### src/rtl/verifier_coeff_rx.sv
// Sum-check round-polynomial receiver: assembles each round's coefficients and kicks one verifier layer per round.
// Optional field-range check of incoming words is built when VERIFIER_COEFF_RX_RANGECHECK_EN is defined.

`ifndef F_NBITS
`define F_NBITS 61
`endif
`ifndef F_Q
`define F_Q 61'h1fffffffffffffff
`endif

module verifier_coeff_rx #(
    parameter int nInputs     = 8,
    parameter int nCopyBits   = 3,
    localparam int nInBits    = $clog2(nInputs),
    localparam int lastCoeff  = (nInBits > 3) ? nInBits : 3,
    localparam int nRounds    = nCopyBits + 2 * nInBits + 1,
    localparam int roundBits  = (nRounds > 1) ? $clog2(nRounds) : 1
) (
    input  logic                                 clk,
    input  logic                                 rstb,
    input  logic                                 start,
    input  logic                                 in_valid,
    input  logic [`F_NBITS-1:0]                  in_data,
    output logic                                 in_ready,
    output logic [lastCoeff:0][`F_NBITS-1:0]     c_out,
    output logic                                 lay_en,
    output logic                                 lay_restart,
    input  logic                                 lay_ready,
    output logic [roundBits-1:0]                 round_idx,
    output logic                                 busy,
    output logic                                 done,
    output logic                                 err
);

    localparam int wcntBits = $clog2(lastCoeff + 1);

    typedef enum logic [2:0] {
        ST_IDLE,
        ST_LOAD,
        ST_KICK,
        ST_WAIT,
        ST_DONE
    } state_t;

    state_t                state;
    state_t                state_next;
    logic [wcntBits-1:0]   wcnt;
    logic [wcntBits-1:0]   last_word;
    logic                  last_round;
    logic                  accept;

    // Copy rounds carry cubics, input rounds quadratics, the final round a degree-nInBits poly.
    always_comb begin
        last_word = wcntBits'(nInBits);
        if (int'(round_idx) < nCopyBits) begin
            last_word = wcntBits'(3);
        end else if (int'(round_idx) < nCopyBits + 2 * nInBits) begin
            last_word = wcntBits'(2);
        end
    end

    assign last_round = (round_idx == roundBits'(nRounds - 1));
    assign in_ready   = (state == ST_LOAD);
    assign accept     = in_valid && in_ready;
    assign busy       = (state != ST_IDLE);

    always_ff @(posedge clk) begin
        if (!rstb) begin
            state <= ST_IDLE;
        end else begin
            state <= state_next;
        end
    end

    always_comb begin
        state_next = state;
        case (state)
            ST_IDLE: begin
                if (start) begin
                    state_next = ST_LOAD;
                end
            end
            ST_LOAD: begin
                if (accept && (wcnt == last_word)) begin
                    state_next = ST_KICK;
                end
            end
            ST_KICK: begin
                state_next = ST_WAIT;
            end
            ST_WAIT: begin
                if (lay_ready) begin
                    state_next = last_round ? ST_DONE : ST_LOAD;
                end
            end
            ST_DONE: begin
                state_next = ST_IDLE;
            end
            default: begin
                state_next = ST_IDLE;
            end
        endcase
    end

    // Kick and done are registered from the next state so the layer sees clean single-cycle pulses.
    always_ff @(posedge clk) begin
        if (!rstb) begin
            c_out       <= '0;
            wcnt        <= '0;
            round_idx   <= '0;
            lay_en      <= 1'b0;
            lay_restart <= 1'b0;
            done        <= 1'b0;
        end else begin
            lay_en      <= (state_next == ST_KICK);
            lay_restart <= (state_next == ST_KICK) && (round_idx == '0);
            done        <= (state_next == ST_DONE);
            case (state)
                ST_IDLE: begin
                    if (start) begin
                        round_idx <= '0;
                        wcnt      <= '0;
                        c_out     <= '0;
                    end
                end
                ST_LOAD: begin
                    if (accept) begin
                        c_out[wcnt] <= in_data;
                        wcnt        <= wcnt + 1'b1;
                    end
                end
                ST_WAIT: begin
                    if (lay_ready && !last_round) begin
                        round_idx <= round_idx + 1'b1;
                        wcnt      <= '0;
                        c_out     <= '0;
                    end
                end
                default: begin
                end
            endcase
        end
    end

`ifdef VERIFIER_COEFF_RX_RANGECHECK_EN
    // Out-of-field words are still stored; the flag only reports the protocol violation.
    always_ff @(posedge clk) begin
        if (!rstb) begin
            err <= 1'b0;
        end else if ((state == ST_IDLE) && start) begin
            err <= 1'b0;
        end else if (accept && (in_data >= `F_Q)) begin
            err <= 1'b1;
        end
    end
`else
    always_comb begin
        err = 1'b0;
    end
`endif

endmodule

### config.mk
export PLATFORM = sky130hd
export DESIGN_NAME = verifier_coeff_rx
export DESIGN_NICKNAME = d
export VERILOG_FILES = /design/src/rtl/verifier_coeff_rx.sv
export SDC_FILE = /design/constraint.sdc
export NUM_CORES = 1
export LEC_CHECK = 0
export CORE_MARGIN = 2
export CORE_UTILIZATION = 52
export DETAILED_ROUTE_END_ITERATION = 12
export DONT_BUFFER_PORTS = 1
export PLACE_DENSITY = 0.67
export SLEW_MARGIN = 10
export SYNTH_ARGS = -nofsm -noshare
export SYNTH_HDL_FRONTEND = slang
export SYNTH_SLANG_ARGS = --single-unit
### constraint.sdc
create_clock -name clk -period 2.2 [get_ports clk]
set_clock_uncertainty 0.05 [all_clocks]
set_input_delay 0.44 -clock clk [delete_from_list [all_inputs] [get_ports clk]]
set_output_delay 0.44 -clock clk [all_outputs]
set_load 0.005 [all_outputs]
==> results.cfg, run 1 <==
[timing]
hold_violations = 0
fin_setup_tns_ns = 0
slew_viol_final = 0
finalSetupViolations = 0
post-route-period-util_pct = 96.3
rsz0062_at_grt = false
worst_slack_ns = 0.0821
fmaxAchievable_mhz = 472
fin_crit_ns = 2.12

[cts]
cts_max_level = 1
numCtsBuffers = 25
clock_latency_ns = 0.50
root_buffer = clkbuf_16
cts.sinks = 256
cts.path.max_buffers = 3
clk_pin_slew_ns = 0.06
postCtsSetupBuffers = 0
cts_tree = yes

[synthesis]
synth_enable_flop_cells = 0
yosys.area.top_type = dfxtp_1
synthArstFlopShare_pct = 0
ys_seq_area_share_pct = 61.1
post-synth-top-count-cell = dfxtp_1
synth.area.top_cells = dfxtp_1 (61%), a22o_1 (25%), buf_6 (4.2%)
synth_flop_cell = dfxtp_1
avgSynthCellArea_um2 = 13.1
synth_top_cells_by_count = dfxtp_1 (256), a22o_1 (242), buf_6 (31), buf_2 (18), nor2_1 (9)
syn_nets = 715
yosys_warnings = 0
netlist_area_um2 = 8390
synth-seq-cells = 256
synth_top_area_share_pct = 61.1
syn_inst = 641
synthDistinctLibCells = 42

[drt]
routed_wl_um = 22600
postRouteAntennaNets = 0
drt_iter0_markers = 358
vias_per_cell = 6.43
wire_per_inst_um = 25.6
num_vias = 5677
dr.pass1.iters = 5
drc_errors = 0

[final_layout]
n_antenna_cell = 0
fillers = 1222
drive_gt1_share_pct = 10.5
area_delta_synth_final_pct = 12.2
nets = 724
final_util_pct = 59.5

[critical_path]
startpoint = wcnt[0]
worst-path-max-fanout = 29
startpoint_type = flop
regToRegSetupSlack_ns = 0.08
cp.arrival_ns = 2.51
crit_required_ns = 2.59
criticalPathCategory = reg -> reg
reg2reg_depth = 6
endpoint_kind = flop
rr_startpoint = wcnt[0]

[die]
die_w_um = 131
dieArea_um2 = 17200
die_h_um = 131
coreArea_um2 = 15800
rows = 46
initial_core_util_pct = 53.0
ioPinCount = 320

[global_route]
antenna_found_initial = 0
grt_first_pass_wirelength_um = 32000
grt_pass1_vias = 5540
grt-ovfl-total = 0
track_usage_pct = 23.8
grt_max_degree = 37

[placement]
dpl.hpwl_um = 14400
io_buffer_count = 0
gp_congestion = 0.815
post-place-ws_ns = 0.115

[min_path]
holdCritStartpoint = in_data[25]
hp-class = in -> reg
min_delay_path_depth = 1

[power]
powerDensity_nw_per_um2 = 1030
ir_drop_mv = 0.614
leakage_nw = 3.69
power_mw = 9.67

[job]
maxCapViolations = 0

[outcome]
outcome = completed
==> what timing repair did <==
item | in CTS | in global routing
hold endpoints to repair | 9 | 12
hold buffers | 9 | 12
resized for setup | 0 | 1
setup endpoints to repair | 0 | 1
==> cell type report <==
cell class                      count  area, µm²  share of cell area [%]
Clock buffer                       39        728                    7.74
Clock inverter                      5        104                    1.10
Inverter                            9       33.8                   0.359
Multi-Input combinational cell    319       2720                    28.9
Sequential cell                   256       5120                    54.4
Tap cell                          216        270                    2.87
Timing Repair Buffer               39        437                    4.64
==> logic make-up (layout without fill, tap and decap cells) <==
kind of cell,Yosys count,in the layout,synth area share [%]
and+or+nand+nor,46,46,3.12
DFF,256,256,61.1
muxes,1,1,0.119
xor gates and xnor gates,4,4,0.418
adders and majority gates,8,8,1.19
AOI/OAI and AO/OA,259,259,27.2
buffers and inverters,66,92,6.85
other,1,1,0.0447
==> metrics by stage <==
stage          instance area, µm²  hold slack, ns  instances
6_report                     9410          0.0179        883
5_1_grt                      9410        0.000552        883
4_1_cts                      9290        0.000131        871
3_5_place_dp                 8370           0.435        818
3_3_place_gp                 8370           0.436        818
2_1_floorplan                8390           0.416        641
==> cell usage in the layout, fill, tap and decap left out, types with 7 or more instances in the layout <==
cell type / netlist / final
nor2_1: 9 / 9
dlygate4sd3_1: 0 / 21
dfxtp_1: 256 / 256
nand2_1: 8 / 8
buf_4: 1 / 10
inv_1: 8 / 8
ha_1: 8 / 8
a22o_1: 242 / 242
buf_12: 0 / 7
clkbuf_16: 0 / 25
clkbuf_1: 1 / 9
==> registers in the layout, indices dropped and copies added (netlist names) <==
register / flops
done: 1
state: 3
lay_en: 1
c_out: 244
wcnt: 2
lay_restart: 1
round_idx: 4
==> layer usage <==
metal	vias to the layer above	GRT usage [%]	routed length, µm
li1	2463	-	-
met1	2878	28.6	8730
met2	293	40.0	11100
met3	43	7.08	2180
met4	0	9.39	609
met5	-	0	0
==> critical path: stages, from the launching register on <==
cell and delay [ns]:
dfxtp_1 0.44, inv_1 0.12, ha_1 0.24, or3b_4 0.39, a31oi_4 0.20, buf_4 0.38, a22o_1 0.20
==> report_power, final <==
part	internal, mW	switching (mW)	leakage (nW)
logic	0.205	0.313	1.22
clock network	2.62	1.68	0.405
registers	4.75	0.109	2.07
==> final timing paths <==
| check | to |
|---|---|
| max | c_out[37] |
| max reg2reg | c_out[37] |
| min | c_out[86] |
| min reg2reg | c_out[147] |
Power figures use the tool's default switching activity.
==> run 2: changes to the inputs <==
CORE_ASPECT_RATIO = 1.1   (was unset)
CTS_BUF_LIST = sky130_fd_sc_hd__clkbuf_8   (was unset)
CTS_CLUSTER_DIAMETER = 200   (was unset)
==> results.cfg, run 2 (synthesis results as in run 1) <==
[timing]
fmaxAchievable_mhz = 489
hold_violations = 0
worst_slack_ns = 0.154
fin_setup_tns_ns = 0
rsz0062_at_grt = false
slew_viol_final = 0
post-route-period-util_pct = 93.0
slew-limit-headroom_pct = 64.1
worstMarginPinSlew_ns = 0.538
fin_crit_ns = 2.05
finalSetupViolations = 0

[critical_path]
regToRegSetupSlack_ns = 0.15
rr_startpoint = wcnt[1]
cp.arrival_ns = 2.45
startpoint_type = flop
path_cells = inv_1 > ha_1 > or3b_1 > a31oi_4 > buf_4 > a22o_1
cp_slowest_cell = dfxtp_1
r2r_end = c_out[102]
crit_required_ns = 2.61
endpoint_kind = flop
critPathMaxStageDelay_ns = 0.42
criticalPathCategory = reg -> reg
worst-path-max-fanout = 25
reg2reg_depth = 6

[final_layout]
top_regs = c_out: 244 flops, round_idx: 4 flops, state: 3 flops
n_antenna_cell = 0
final_util_pct = 62.2
largest_reg_flops = 244
nets = 785
final_common_cell = dfxtp_1
final_cell_mix = dfxtp_1 (256), a22o_1 (242), dlygate4sd3_1 (65)
drive_gt1_share_pct = 12.3
area_delta_synth_final_pct = 16.7
largest-register = c_out

[cts]
cts.sinks = 256
cts_tree = yes
root_buffer = clkbuf_8
cts_max_level = 2
numCtsBuffers = 39
cts.path.max_buffers = 3
clock_latency_ns = 0.52
postCtsSetupBuffers = 0
clk_pin_slew_ns = 0.07

[placement]
dpl.hpwl_um = 14500
gp_congestion = 0.832
post-place-ws_ns = 0.176
io_buffer_count = 0

[die]
initial_core_util_pct = 53.3
die_h_um = 137
dieArea_um2 = 17200
rows = 48
ioPinCount = 320
die_w_um = 125
coreArea_um2 = 15700

[min_path]
hp-class = in -> reg
holdPathEnd = c_out[156]
holdCritStartpoint = in_data[34]
min_delay_path_depth = 1

[global_route]
antenna_found_initial = 0
grt_first_pass_wirelength_um = 34500
grt_max_degree = 40
grt_pass1_vias = 6193
grt-ovfl-total = 0
track_usage_pct = 25.1

[drt]
dr.pass1.iters = 5
routed_wl_um = 22800
wire_per_inst_um = 24.3
postRouteAntennaNets = 0
routed.top_layer = met4
wl_met2_um = 11400
drc_errors = 0
drt_iter0_markers = 347
met3WireLength_um = 2040
vias_per_cell = 6.30
met1_length_um = 8840
num_vias = 5911

[outcome]
outcome = completed

[power]
p_sw_mw = 2.22
pwr-share-comb_pct = 6.9
p_sw_share_pct = 24.0
ir_drop_mv = 0.563
p_int_mw = 7.04
clkPwrFrac_pct = 40.5
seqPwrFrac_pct = 52.5
powerDensity_nw_per_um2 = 945
leakage_nw = 3.94

[job]
maxCapViolations = 0
[run 2: cell types whose count changed in the layout (fill, tap and decap cells not counted), sizes merged]
| cell | previous run | this run |
|---|---|---|
| bufinv | 3 | 1 |
| clkinvlp | 0 | 1 |
| inv | 10 | 24 |
| clkinv | 1 | 5 |
| buf | 18 | 21 |
| dlygate4sd3 | 21 | 65 |
| clkbuf | 39 | 46 |
[run 2: worst max path at each step]
stage                   from          to  slack, ns  cells past startpoint
finish               wcnt[1]  c_out[102]       0.15                      6
global route        state[0]  c_out[162]       0.07                      5
CTS                  wcnt[1]  c_out[107]       0.16                      6
detailed placement   wcnt[1]   c_out[67]       0.18                      6
global placement     wcnt[1]   c_out[67]       0.23                      6
floorplan            wcnt[0]    c_out[0]       0.38                      6
[run 2: repair_timing]
item,4_1_cts,5_1_grt
hold endpoints to repair,226,1
gates resized for setup,0,0
hold buffers,64,1
[run 2: layout make-up]
cell class / instances / area, µm²
Tap cell: 200 / 250
Multi-Input combinational cell: 319 / 2720
Clock inverter: 22 / 119
Inverter: 9 / 33.8
Clock buffer: 46 / 633
Sequential cell: 256 / 5120
Timing Repair Buffer: 86 / 908
Fill cell: 1212 / 5950
[run 2: layer usage]
layer	vias to the layer above	GRT usage, %
li1	2591	-
met2	332	42.8
met5	-	0
met1	2943	29.6
met4	0	9.69
met3	45	8.23
[run 2: worst max-delay path: cells and delay by family, from the launching register on]
family          cells  cell delay, ns
simple gates        1            0.42
flops               1            0.42
fa+ha+maj           1            0.23
buf+inv             2            0.43
compound gates      2            0.44
[run 2: stage by stage]
step	total power, mW	cell area [µm²]	std cells	hold slack, ns
floorplan	5.32	8390	641	0.416
global placement	5.43	8380	805	0.435
detailed placement	5.45	8380	805	0.434
CTS	9.31	9780	937	0.000300
global route	9.58	9790	938	0.00128
finish	9.25	9790	938	0.0131
[run 2: power by group through the flow]
| stage | clock, mW | combinational, mW | sequential [mW] |
|---|---|---|---|
| 6_report | 3.75 | 0.642 | 4.86 |
| 5_1_grt | 4.03 | 0.684 | 4.87 |
| 4_1_cts | 3.82 | 0.633 | 4.86 |
| 3_5_place_dp | 0 | 0.490 | 4.96 |
| 3_3_place_gp | 0 | 0.476 | 4.96 |
| 2_1_floorplan | 0 | 0.401 | 4.92 |
==> run 3: changes to the inputs <==
--- a/constraint.sdc
+++ b/constraint.sdc
@@ -4,2 +4,2 @@
 set_output_delay 0.44 -clock clk [all_outputs]
-set_load 0.005 [all_outputs]
+set_load 0.01 [all_outputs]
==> results.cfg, run 3 (synthesis results as in run 1) <==
[outcome]
outcome = completed

[placement]
io_buffer_count = 0
dpl.hpwl_um = 14200
gp_congestion = 0.824

[global_route]
grt_first_pass_wirelength_um = 35000
grt_max_degree = 40
track_usage_pct = 25.5
grt-ovfl-total = 0
antenna_found_initial = 1
grt_pass1_vias = 6166

[min_path]
min_delay_path_depth = 1
holdCritStartpoint = in_data[7]
hp-class = in -> reg

[final_layout]
nets = 785
area_delta_synth_final_pct = 17.1
final_util_pct = 62.4
final_cell_mix = dfxtp_1 (256), a22o_1 (242), dlygate4sd3_1 (65)
regArea_um2 = 5120
multi_input_area_um2 = 2720
n_antenna_cell = 0
largest-register = c_out
largest_reg_flops = 244
drive_gt1_share_pct = 12.1
top_regs = c_out: 244 flops, round_idx: 4 flops, state: 3 flops
final_common_cell = dfxtp_1
fillers = 1185

[cts]
cts.sinks = 256
cts_max_level = 2
clk_pin_slew_ns = 0.06
root_buffer = clkbuf_8
numCtsBuffers = 38
cts.path.max_buffers = 3
clock_latency_ns = 0.52
postCtsSetupBuffers = 0
cts_tree = yes

[drt]
num_vias = 5996
routed_wl_um = 23100
postRouteAntennaNets = 0
wire_per_inst_um = 24.6
dr.pass1.iters = 5
drc_errors = 0
vias_per_cell = 6.39
drt_iter0_markers = 430

[die]
dieArea_um2 = 17200
die_w_um = 125
initial_core_util_pct = 53.3
rows = 48
ioPinCount = 320
coreArea_um2 = 15700
die_h_um = 137

[critical_path]
rr_startpoint = wcnt[1]
reg2reg_depth = 6
endpoint_kind = flop
crit_required_ns = 2.60
cp.arrival_ns = 2.48
startpoint_type = flop
worst-path-max-fanout = 25
criticalPathCategory = reg -> reg
startpoint = wcnt[1]

[timing]
fin_crit_ns = 2.09
fmaxAchievable_mhz = 479
fin_setup_tns_ns = 0
finalSetupViolations = 0
rsz0062_at_grt = false
slew_viol_final = 0
hold_violations = 0
post-route-period-util_pct = 94.8

[power]
leakage_nw = 3.96
powerDensity_nw_per_um2 = 954
ir_drop_mv = 0.482

[job]
maxCapViolations = 0
run 3: changes by cell type in the layout (fill, tap and decap cells not counted), sizes merged:
cell      delta
buf          +1
bufinv       +1
clkinv       -3
clkinvlp     -1
inv          +2
run 3: final timing paths:
path | to | slack, ns
hold reg to reg | c_out[89] | 0.49
setup / recovery | c_out[63] | 0.11
hold / removal | c_out[190] | 0.02
setup reg to reg | c_out[63] | 0.11
run 3: through the flow:
step                      power (mW)  cells  setup slack [ns]  cell area [µm²]  hold WS [ns]
after floorplan                 5.36    641             0.378             8390         0.437
after global placement          5.48    806             0.235             8400         0.468
after detailed placement        5.50    806             0.155             8400         0.475
after CTS                       9.42    935             0.127             9790     0.0000766
after global routing            9.69    938            0.0679             9820      0.000733
final                           9.37    938             0.114             9820        0.0214
run 3: critical path, stage by stage, from the launching register on:
cell	delay, ns
dfxtp_1	0.44
inv_1	0.10
ha_1	0.23
or3b_1	0.42
a31oi_4	0.23
buf_4	0.35
a22o_1	0.19
run 3: repair_timing:
item / in CTS / in global routing
setup endpoints to repair: 0 / 0
gates resized for setup: 0 / 0
hold buffers: 62 / 3
hold endpoints to repair: 202 / 3
run 3: area by class of cell:
type / instances / share of cell area, %
Sequential cell: 256 / 52.2
Multi-Input combinational cell: 319 / 27.7
Timing Repair Buffer: 87 / 9.45
Clock buffer: 46 / 6.45
Tap cell: 200 / 2.55
Clock inverter: 21 / 1.36
Inverter: 9 / 0.344
run 3: routing by layer:
layer	track usage, %	share of wire [%]	vias to the layer above	wire (µm)
li1	-	-	2591	-
met1	30.2	37	2958	8670
met5	0	0	-	0
met3	8.62	10	55	2360
met2	42.8	49	392	11400
met4	10.7	2.8	0	654
run 3: power by group:
group	switching (mW)	leakage [nW]	internal, mW	total (mW)
logic	0.378	1.43	0.275	0.652
clock network	1.70	0.457	2.12	3.82
registers	0.148	2.07	4.75	4.90
total	2.23	3.96	7.14	9.37
